[src/rtl/stopwatch_time_ctrl.sv]
// Stopwatch time register block: owns MM:SS in BCD, applies clear, adjust and
// free-run count updates in priority order, and generates the blink/blank
// qualifiers for the display driver. All outputs are registered.
module stopwatch_time_ctrl #(
    parameter int unsigned MIN_MAX = 59,
    parameter int unsigned SEC_MAX = 59
) (
    input  logic       clk,
    input  logic       rst,
    input  logic       tick_1hz,
    input  logic       tick_2hz,
    input  logic       use_1hz,
    input  logic       use_2hz,
    input  logic       count_enable,
    input  logic       sel_minutes,
    input  logic       sel_seconds,
    input  logic       blink_enable,
    input  logic       clear,
    output logic [3:0] min_tens,
    output logic [3:0] min_ones,
    output logic [3:0] sec_tens,
    output logic [3:0] sec_ones,
    output logic       blink_phase,
    output logic       blank_min,
    output logic       blank_sec,
    output logic       rollover
);

    // Both maxima fit in 7 bits (<= 99).
    localparam logic [6:0] MinMax = 7'(MIN_MAX);
    localparam logic [6:0] SecMax = 7'(SEC_MAX);

    // Blink state lives in blink_phase: SHOW = 0, HIDE = 1.
    typedef enum logic [0:0] {
        StShow = 1'b0,
        StHide = 1'b1
    } blink_state_e;

    // Binary value of a two-digit BCD field.
    function automatic logic [6:0] bcd_value(input logic [3:0] tens, input logic [3:0] ones);
        return ({3'b000, tens} * 7'd10) + {3'b000, ones};
    endfunction

    // BCD +1 with wrap to 00 once the full value reaches max_val. The >=
    // keeps the field legal even if it ever held an out-of-range value.
    function automatic logic [7:0] bcd_inc(input logic [3:0] tens, input logic [3:0] ones,
                                           input logic [6:0] max_val);
        logic [7:0] res;
        if (bcd_value(tens, ones) >= max_val) begin
            res = 8'h00;
        end else if (ones >= 4'd9) begin
            res = {tens + 4'd1, 4'd0};
        end else begin
            res = {tens, ones + 4'd1};
        end
        return res;
    endfunction

    logic [3:0]   min_tens_q, min_tens_d;
    logic [3:0]   min_ones_q, min_ones_d;
    logic [3:0]   sec_tens_q, sec_tens_d;
    logic [3:0]   sec_ones_q, sec_ones_d;
    logic         rollover_q, rollover_d;
    blink_state_e blink_q, blink_d;
    logic         blank_min_q, blank_min_d;
    logic         blank_sec_q, blank_sec_d;

    logic       adjust_evt;
    logic       count_evt;
    logic       sec_at_max;
    logic       min_at_max;
    logic [7:0] sec_inc;
    logic [7:0] min_inc;

    assign adjust_evt = tick_2hz & use_2hz & (sel_minutes ^ sel_seconds);
    assign count_evt  = tick_1hz & use_1hz & count_enable;

    assign sec_at_max = (bcd_value(sec_tens_q, sec_ones_q) >= SecMax);
    assign min_at_max = (bcd_value(min_tens_q, min_ones_q) >= MinMax);
    assign sec_inc    = bcd_inc(sec_tens_q, sec_ones_q, SecMax);
    assign min_inc    = bcd_inc(min_tens_q, min_ones_q, MinMax);

    // Time next-state: clear > adjust > count; rollover only on a count wrap.
    always_comb begin
        min_tens_d = min_tens_q;
        min_ones_d = min_ones_q;
        sec_tens_d = sec_tens_q;
        sec_ones_d = sec_ones_q;
        rollover_d = 1'b0;
        if (clear) begin
            min_tens_d = 4'd0;
            min_ones_d = 4'd0;
            sec_tens_d = 4'd0;
            sec_ones_d = 4'd0;
        end else if (adjust_evt) begin
            if (sel_minutes) begin
                {min_tens_d, min_ones_d} = min_inc;
            end else begin
                {sec_tens_d, sec_ones_d} = sec_inc;
            end
        end else if (count_evt) begin
            {sec_tens_d, sec_ones_d} = sec_inc;
            if (sec_at_max) begin
                {min_tens_d, min_ones_d} = min_inc;
                rollover_d = min_at_max;
            end
        end
    end

    // Blink next-state and blank qualifiers, computed from the next phase so
    // blanking lines up with the phase register.
    always_comb begin
        blink_d = blink_q;
        if (clear || !blink_enable) begin
            blink_d = StShow;
        end else if (tick_2hz) begin
            blink_d = (blink_q == StShow) ? StHide : StShow;
        end
        blank_min_d = blink_enable & sel_minutes & (blink_d == StHide);
        blank_sec_d = blink_enable & sel_seconds & (blink_d == StHide);
    end

    // State registers with synchronous active-high reset.
    always_ff @(posedge clk) begin
        if (rst) begin
            min_tens_q  <= 4'd0;
            min_ones_q  <= 4'd0;
            sec_tens_q  <= 4'd0;
            sec_ones_q  <= 4'd0;
            rollover_q  <= 1'b0;
            blink_q     <= StShow;
            blank_min_q <= 1'b0;
            blank_sec_q <= 1'b0;
        end else begin
            min_tens_q  <= min_tens_d;
            min_ones_q  <= min_ones_d;
            sec_tens_q  <= sec_tens_d;
            sec_ones_q  <= sec_ones_d;
            rollover_q  <= rollover_d;
            blink_q     <= blink_d;
            blank_min_q <= blank_min_d;
            blank_sec_q <= blank_sec_d;
        end
    end

    assign min_tens    = min_tens_q;
    assign min_ones    = min_ones_q;
    assign sec_tens    = sec_tens_q;
    assign sec_ones    = sec_ones_q;
    assign rollover    = rollover_q;
    assign blink_phase = (blink_q == StHide);
    assign blank_min   = blank_min_q;
    assign blank_sec   = blank_sec_q;

endmodule

[config.mk]
export PLATFORM = sky130hd
export DESIGN_NAME = stopwatch_time_ctrl
export DESIGN_NICKNAME = d
export VERILOG_FILES = /design/src/rtl/stopwatch_time_ctrl.sv
export SDC_FILE = /design/constraint.sdc
export NUM_CORES = 1
export LEC_CHECK = 0
export BUFFER_PORTS_ARGS = -buffer_cell sky130_fd_sc_hd__buf_2
export CORE_MARGIN = 3
export CORE_UTILIZATION = 45
export DETAILED_ROUTE_END_ITERATION = 7
export PLACE_DENSITY_LB_ADDON = 0.12
export REMOVE_ABC_BUFFERS = 1
export SYNTH_ARGS = -nofsm -noshare
export SYNTH_HDL_FRONTEND = slang
export SYNTH_SLANG_ARGS = --single-unit
[constraint.sdc]
create_clock -name clk -period 3.25 [get_ports clk]
set_clock_uncertainty 0.2 [all_clocks]
set_input_delay 0.65 -clock clk [delete_from_list [all_inputs] [get_ports clk]]
set_output_delay 0.65 -clock clk [all_outputs]
set_load 0.005 [all_outputs]
-- After elaboration in Yosys (flattened, before gate mapping)
Index checks and enable logic that the tools add are counted.
- bits in registers: 20
- latch bits: 0
- memory bits (writable): 0
- ROM bits: 0
- output and inout bits: 20
- logic and storage cells: 62
- memories: 0
- $add $sub $neg: 6
- $mul: 2
- divide/modulo/power cells: 0
- order comparisons: 4
- equality and inequality tests: 2
- shift operators: 0
- mux-type cells: 21
- bitwise operators: 11
- reduce and logical (&&, ||, !) cells: 8
- operators with widths (kind ; count):
    $mux W4 ; 14
    $mux W8 ; 4
    $add A4 B1 Y4 const B ; 4
    $add A7 B4 Y7 ; 2
    $ge A7 B6 Y1 const B ; 2
    $mul A4 B3 Y6 const B ; 2
    $and A1 B1 Y1 ; 8
    $ge A4 B4 Y1 const B ; 2
    $reduce_or A5 Y1 ; 1
    $ne A2 B2 Y1 const B ; 2
    $reduce_bool A2 Y1 ; 2
    $mux W1 ; 3
    $reduce_and A3 Y1 ; 1
    $not A1 Y1 ; 2
    $reduce_and A2 Y1 ; 1
    $reduce_or A2 Y1 ; 1
    $logic_not A1 Y1 ; 1
    $logic_or A1 B1 Y1 ; 1
    $xor A1 B1 Y1 ; 1

-- Longest topological paths before layout
Gate-level depths: netlist of run 1.
- depth after elaboration: 7
- depth in mapped cells: 11
- mapped depth without buffers: 10

-- Worst setup path before layout of run 1
Ideal clock, no wire load.
- path type: register -> register
- start: register sec_tens_q[1], in the netlist sec_tens[1]
- end: register min_tens_q[2], in the netlist min_tens[2]
- arrival time: 2.675 ns
- setup slack: 0.296 ns
- cell stages (with the launch flop): 12
- cells stage by stage: dfxtp_1 ha_1 ha_1 inv_1 fa_1 xor2_1 nor4_1 or3_4 o21a_1 buf_6 or4_1 o211ai_1
- cells in the longest elaborated chain, start to end: 5
- RTL lines (element ; line ; RTL):
    start, declared ; 61 ; logic [3:0] sec_tens_q, sec_tens_d;
    start signal, assigned ; 137 ; sec_tens_q <= sec_tens_d;
    $mul A4 B3 Y6 ; 41 ; return ({3'b000, tens} * 7'd10) + {3'b000, ones};
    $add A7 B4 Y7 ; 41 ;
    $ge A7 B6 Y1 ; 78 ; assign sec_at_max = (bcd_value(sec_tens_q, sec_ones_q) >= SecMax);
    $reduce_bool A2 Y1 (no source line) ; - ;
    $reduce_and A3 Y1 (no source line) ; - ;
    end signal, assigned ; 135 ; min_tens_q <= min_tens_d;
    end, declared ; 59 ; logic [3:0] min_tens_q, min_tens_d;
Every way passes these cells.
A chain may end at the register's enable or synchronous reset.

-- Worst setup path after layout of run 1
- start: register sec_tens_q[3], in the netlist sec_tens[3]
- end: register min_tens_q[2], in the netlist min_tens[2]
Same word-level chain as after synthesis.

==> run_results.csv, run 1 <==
group,metric,value,unit
timing,maxSlewViolCount,0,
place,dp_cells,258,
cells_and_area,layout-drive-gt1-share,0.2294,
synthesis,synth_area,1539,sq um
floorplan,initial_core_util,0.4881,
timing,holdWs,347.2,ps
synthesis,ys_types,44,
setup_path,worstPathMaxFanout,6,
pwr,p_leak,0.8391,nW
setup_path,cpLargestDelayFamily,"simple AND/OR/NAND/NOR gates",
setup_path,arrival,3120,ps
timing,rsz0062_at_grt,"no",
route,ant_nets,0,
synthesis,synth_cells,179,
route,vias,1476,
route,first_iter_violations,63,
clock_tree,cts_tree,"built",
floorplan,die_area,4158,sq um
route,first_pass_iters,4,
clock_tree,postCtsSetupBuffers,0,
floorplan,coreArea,3153,sq um
place,dp_hpwl,2.950,mm
clock_tree,clock_sinks,20,
cells_and_area,num_antenna_cells,0,
synthesis,ys_seq_elements,20,
setup_path,ff2ff_setup_slack,180,ps
place,preCtsSetupSlack,192.5,ps
pwr,p_per_area,237.9,nW/um^2
setup_path,crit_buf_inv,1,
setup_path,reg2reg_from,"sec_tens[3]$_SDFFE_PP0P_",
global_routing,grt_max_degree,17,
floorplan,dieWidth,64.48,um
setup_path,r2r-end,"min_tens[2]$_SDFFE_PP0P_",
synthesis,yosysWarnings,0,
setup_path,crit_required,3300,ps
timing,fin_tns_setup,0,ps
hold_path,min_to,"min_ones[1]$_SDFFE_PP0P_",
clock_tree,insertion_delay,310,ps
global_routing,overflow,0,
clock_tree,cts_max_path_buffers,2,
cells_and_area,area_growth,18.13,%
route,wirelength,3.643,mm
floorplan,row_count,20,
clock_tree,holdBufCountCts,0,
clock_tree,numCtsBuffers,3,
hold_path,holdPathStages,2,
setup_path,crit_type,"flop to flop",
hold_path,hold_class,"flop to flop",
setup_path,crit_top_cell,"ha_1",
clock_tree,clockRootBuffer,"clkbuf_4",
pwr,ir_drop,0.0002127,V
timing,worst_slack,177.9,ps
cells_and_area,stdcell_count,262,
timing,slew_headroom,0.5486,
cells_and_area,fin_nets,255,
route,drc,0,
timing,setup_viol,0,
setup_path,cpMaxStageDelayCell,"or4_1",
route,viasPerCell,5.634,
global_routing,globalRouteTotalUtil,0.1878,
setup_path,path_cells,"ha_1 > ha_1 > inv_1 > fa_1 > xor2_1 > nor4_1 > or3_4 > o21a_1 > or4_1 > o211ai_1",
setup_path,endpoint_kind,"flop",
global_routing,grt_pass1_wl,6.244,mm
place,gp_congestion,0.8257,
floorplan,dieHeight,64.48,um
synthesis,yosysSeqAreaShare,0.2602,
place,port_buffers,30,
clock_tree,clk_pin_slew,130,ps
cells_and_area,final_area,1818,sq um
setup_path,cp-start-kind,"flop",
run,maxCapViolations,0,
hold_path,hp-start,"min_ones[1]$_SDFFE_PP0P_",
timing,max_freq,325.5,MHz
global_routing,antenna_found_initial,0,
clock_tree,cts_resized,0,
floorplan,io_pins,31,
pwr,p_total,0.4324,mW
clock_tree,htreeDepth,1,
timing,post-route-min-period,3072,ps
timing,worstMarginPinSlew,671.1,ps
cells_and_area,fill_cells,324,
timing,hold_viol,0,
setup_path,max_stage_delay,500,ps
cells_and_area,fin_util,0.5766,
route,routedWlPerCell,13.90,um
setup_path,ff2ff_path_depth,10,
outcome,status,"completed",
timing,period_share,0.9453,
place,placed_area,1782,sq um
synthesis,syn_area_per_cell,8.598,sq um
global_routing,first_global_vias,1409,
[state kept, by name (all words and copies together) (netlist names)]
register / cells
blank_min: 1
sec_ones: 4
min_ones: 4
blank_sec: 1
blink_phase: 1
min_tens: 4
sec_tens: 4
rollover: 1
[worst register-to-register path: cells and delay by family (launching register included)]
family / cells / cell delay, ps
XOR/XNOR: 1 / 170
buffers and inverters: 1 / 50
AO/OA/AOI/OAI: 2 / 410
AND/OR/NAND/NOR: 3 / 970
flip-flops: 1 / 390
adder cells (fa/ha/maj): 3 / 820
[kinds of logic (layout without fill, tap and decap cells)]
family / after synthesis / count (layout) / share of synthesized area
multiplexers: 2 / 2 / 0.01382
buffers and inverters: 20 / 59 / 0.05854
AND/OR/NAND/NOR: 62 / 62 / 0.2171
XOR/XNOR: 9 / 9 / 0.05122
adder cells (fa/ha/maj): 25 / 25 / 0.2228
AO/OA/AOI/OAI: 41 / 41 / 0.1764
flip-flops: 20 / 20 / 0.2602
[Yosys cell counts (all sizes together)]
master / number / area [sq um]
nor3: 10 / 50.05
a21boi: 3 / 22.52
or3: 2 / 18.77
nor4: 1 / 6.260
xnor2: 3 / 26.28
o21bai: 1 / 7.510
clkbuf: 2 / 7.510
a2111oi: 1 / 8.760
ha: 21 / 262.8
inv: 16 / 60.06
o22a: 1 / 8.760
fa: 4 / 80.08
a41oi: 1 / 8.760
nand4b: 3 / 26.28
nand2: 16 / 60.06
mux2i: 1 / 10.01
o21ai: 6 / 30.03
o211ai: 2 / 15.01
nand4: 3 / 18.77
buf: 2 / 22.52
dfxtp: 20 / 400.4
o31ai: 1 / 7.510
o22ai: 1 / 6.260
a211oi: 7 / 52.55
a21oi: 11 / 55.05
o2bb2ai: 1 / 8.760
xor2: 6 / 52.55
or2: 2 / 12.52
mux2: 1 / 11.26
o21a: 1 / 7.510
and3: 2 / 17.52
o32ai: 1 / 8.760
or4: 3 / 23.77
a21o: 2 / 15.01
o31a: 1 / 8.760
nor2: 6 / 22.52
nand2b: 1 / 6.260
nand3: 9 / 45.04
and2: 4 / 26.28
[routing by layer]
metal,global-route usage,wire [um]
met1,0.2565,1727
met2,0.3041,1686
met3,0.03986,186
met4,0.04222,43
met5,0,0
[cells in the final DEF, fill, tap and decap left out, types with 2 or more instances in the layout]
cell      instances
ha_1             21
clkbuf_4          3
fa_1              4
xnor2_1           3
nor2_1            6
buf_2            30
a21o_1            2
a211oi_1          7
nand4_1           3
dfxtp_1          20
o211ai_1          2
or4_1             2
xor2_1            6
a21oi_1          11
nand2_1          16
inv_1            16
a21boi_0          3
nor3_1           10
and2_1            3
o21ai_0           6
nand3_1           9
buf_4             9
nand4b_1          3
[worst max-delay path by stage]
| stage | from | to | slack [ps] | cells after the start |
|---|---|---|---|---|
| after floorplan | sec_tens[1]$_SDFFE_PP0P_ | min_tens[2]$_SDFFE_PP0P_ | 340 | 10 |
| after global placement | min_tens[1]$_SDFFE_PP0P_ | min_tens[1]$_SDFFE_PP0P_ | 240 | 10 |
| after detailed placement | sec_tens[3]$_SDFFE_PP0P_ | min_tens[2]$_SDFFE_PP0P_ | 190 | 10 |
| after CTS | sec_tens[3]$_SDFFE_PP0P_ | min_tens[2]$_SDFFE_PP0P_ | 170 | 10 |
| after global routing | min_tens[2]$_SDFFE_PP0P_ | min_ones[2]$_SDFFE_PP0P_ | 10 | 10 |
| final | sec_tens[3]$_SDFFE_PP0P_ | min_tens[2]$_SDFFE_PP0P_ | 180 | 10 |
[cell type report]
class | count | area [sq um] | area share
Timing Repair Buffer | 39 | 217.7 | 0.1198
Sequential cell | 20 | 400.4 | 0.2202
Tap cell | 44 | 55.05 | 0.03028
Clock buffer | 4 | 36.28 | 0.01996
Multi-Input combinational cell | 139 | 1049 | 0.5767
Inverter | 16 | 60.06 | 0.03304
[where the power goes]
| group | switching (mW) | leakage (nW) | total (mW) | internal, mW |
|---|---|---|---|---|
| Sequential | 0.00149 | 0.161 | 0.248 | 0.247 |
| Combinational | 0.0198 | 0.657 | 0.0346 | 0.0148 |
| Clock | 0.0813 | 0.0210 | 0.150 | 0.0684 |
| Total | 0.103 | 0.839 | 0.432 | 0.330 |
Power figures use the tool's default switching activity.
==> run 2, diff against run 1 <==
- CORE_MARGIN: 3 -> 8
==> run 2 against run 1 <==
Against the previous run:
- worst hold slack better by 5.5 ps
- design area is 0.48% lower
- flip-flop and latch count stayed put
- die area is 33% higher
- combinational power is 2% lower
- critical path type unchanged
- highest routed layer unchanged
==> run_results.csv, run 2 (synthesized netlist as in run 1, its figures left out) <==
group,metric,value,unit
global_routing,antenna_found_initial,0,
global_routing,grt_pass1_wl,6.147,mm
floorplan,initial_core_util,0.4649,
timing,rsz0062_at_grt,"no",
timing,max_freq,330.4,MHz
cells_and_area,num_antenna_cells,0,
hold_path,hp-start,"min_tens[1]$_SDFFE_PP0P_",
place,dp_cells,260,
timing,post-route-min-period,3027,ps
route,first_iter_violations,89,
cells_and_area,regArea,401.6,sq um
clock_tree,cts_tree,"built",
clock_tree,postCtsSetupBuffers,0,
floorplan,coreArea,3311,sq um
cells_and_area,area_growth,17.56,%
cells_and_area,multi_input_area,1050,sq um
clock_tree,clockRootBuffer,"clkbuf_4",
place,gp_congestion,0.8218,
setup_path,cp-start-kind,"flop",
cells_and_area,layout_commonest_cell,"buf_2",
clock_tree,htreeDepth,1,
place,dp_hpwl,3.047,mm
timing,holdWs,352.7,ps
cells_and_area,fin_nets,255,
setup_path,arrival,3050,ps
timing,maxSlewViolCount,0,
global_routing,globalRouteTotalUtil,0.1382,
cells_and_area,stdcell_count,263,
setup_path,crit_type,"flop to flop",
route,wirelength,3.770,mm
route,first_pass_iters,4,
pwr,p_per_area,219.9,nW/um^2
setup_path,endpoint_kind,"flop",
setup_path,worstPathMaxFanout,10,
floorplan,die_area,5547,sq um
route,viasPerCell,5.445,
cells_and_area,final_cell_mix,"30 x buf_2, 21 x ha_1, 19 x dfxtp_1, 16 x inv_1, 16 x nand2_1",
route,drc,0,
timing,fin_tns_setup,0,ps
pwr,ir_drop,0.0001990,V
pwr,p_leak,0.8339,nW
timing,slew_headroom,0.5520,
timing,period_share,0.9313,
timing,setup_viol,0,
route,ant_nets,0,
floorplan,row_count,21,
floorplan,dieWidth,74.48,um
clock_tree,cts_max_path_buffers,2,
route,routedWlPerCell,14.33,um
setup_path,crit_required,3270,ps
global_routing,overflow,0,
floorplan,io_pins,31,
place,port_buffers,30,
floorplan,dieHeight,74.48,um
setup_path,startpoint,"sec_tens[3]$_SDFFE_PP0P_",
hold_path,hold_class,"flop to flop",
clock_tree,clock_sinks,20,
clock_tree,insertion_delay,300,ps
cells_and_area,fill_cells,339,
clock_tree,clk_pin_slew,110,ps
route,vias,1432,
clock_tree,numCtsBuffers,3,
global_routing,first_global_vias,1343,
setup_path,reg2reg_from,"sec_tens[3]$_SDFFE_PP0P_",
timing,worstMarginPinSlew,666.0,ps
timing,hold_viol,0,
global_routing,grt_max_degree,17,
cells_and_area,layout-drive-gt1-share,0.2350,
run,maxCapViolations,0,
outcome,status,"completed",
[run 2: cell types whose count changed in the layout (fill, tap and decap cells not counted), sizes merged]
| cell | delta |
|---|---|
| clkbuf | -1 |
[run 2: worst max-delay path: stages, from the launching register on]
cell and delay [ps]:
dfxtp_1 340, ha_1 270, ha_1 140, inv_1 50
fa_1 360, xor2_1 180, nor4_1 90, or3_4 380
o21a_2 280, or4_1 470, o211ai_1 180
[run 2: where the power goes]
part	total, mW	internal (mW)	switching, mW	leakage [nW]
Clock	0.116	0.0431	0.0729	0.0138
Sequential	0.248	0.247	0.00150	0.162
Combinational	0.0338	0.0144	0.0193	0.658
[run 2: repair_timing]
action                     CTS  global route
resized for setup            0             2
setup endpoints to repair    0             7
hold buffers                 0             0
[run 2: worst paths after layout]
check	endpoint	slack, ps	depth (start not counted)
max reg2reg	min_tens[3]$_SDFFE_PP0P_	220	10
min reg2reg	min_tens[1]$_SDFFE_PP0P_	350	2
min	min_tens[1]$_SDFFE_PP0P_	350	2
max	min_tens[3]$_SDFFE_PP0P_	220	10
[run 2: through the flow]
stage                     power (mW)  utilization  worst slack (ps)  area (sq um)
after floorplan               0.2720            -             335.5          1509
after global placement        0.2862       0.5389             232.1          1784
after detailed placement      0.2870       0.5389             145.7          1784
after CTS                     0.4025       0.5457             133.4          1807
after global routing          0.4169       0.5465             2.168          1809
final                         0.3979       0.5465             223.3          1809
[run 2: layer usage]
| metal | wire (um) | GRT usage | vias to the layer above | share of wire |
|---|---|---|---|---|
| li1 | - | - | 729 | - |
| met1 | 1797 | 0.1849 | 666 | 0.48 |
| met2 | 1690 | 0.2178 | 35 | 0.45 |
| met3 | 266 | 0.03908 | 2 | 0.071 |
| met4 | 15 | 0.01957 | 0 | 0.0040 |
| met5 | 0 | 0 | - | 0 |
[run 2: layout make-up]
cell class | instances | share of cell area
sequential | 20 | 0.2220
inverter | 16 | 0.03319
tap | 46 | 0.03181
clock buffer | 3 | 0.01245
timing repair buffer | 39 | 0.1203
multi-input combinational | 139 | 0.5802
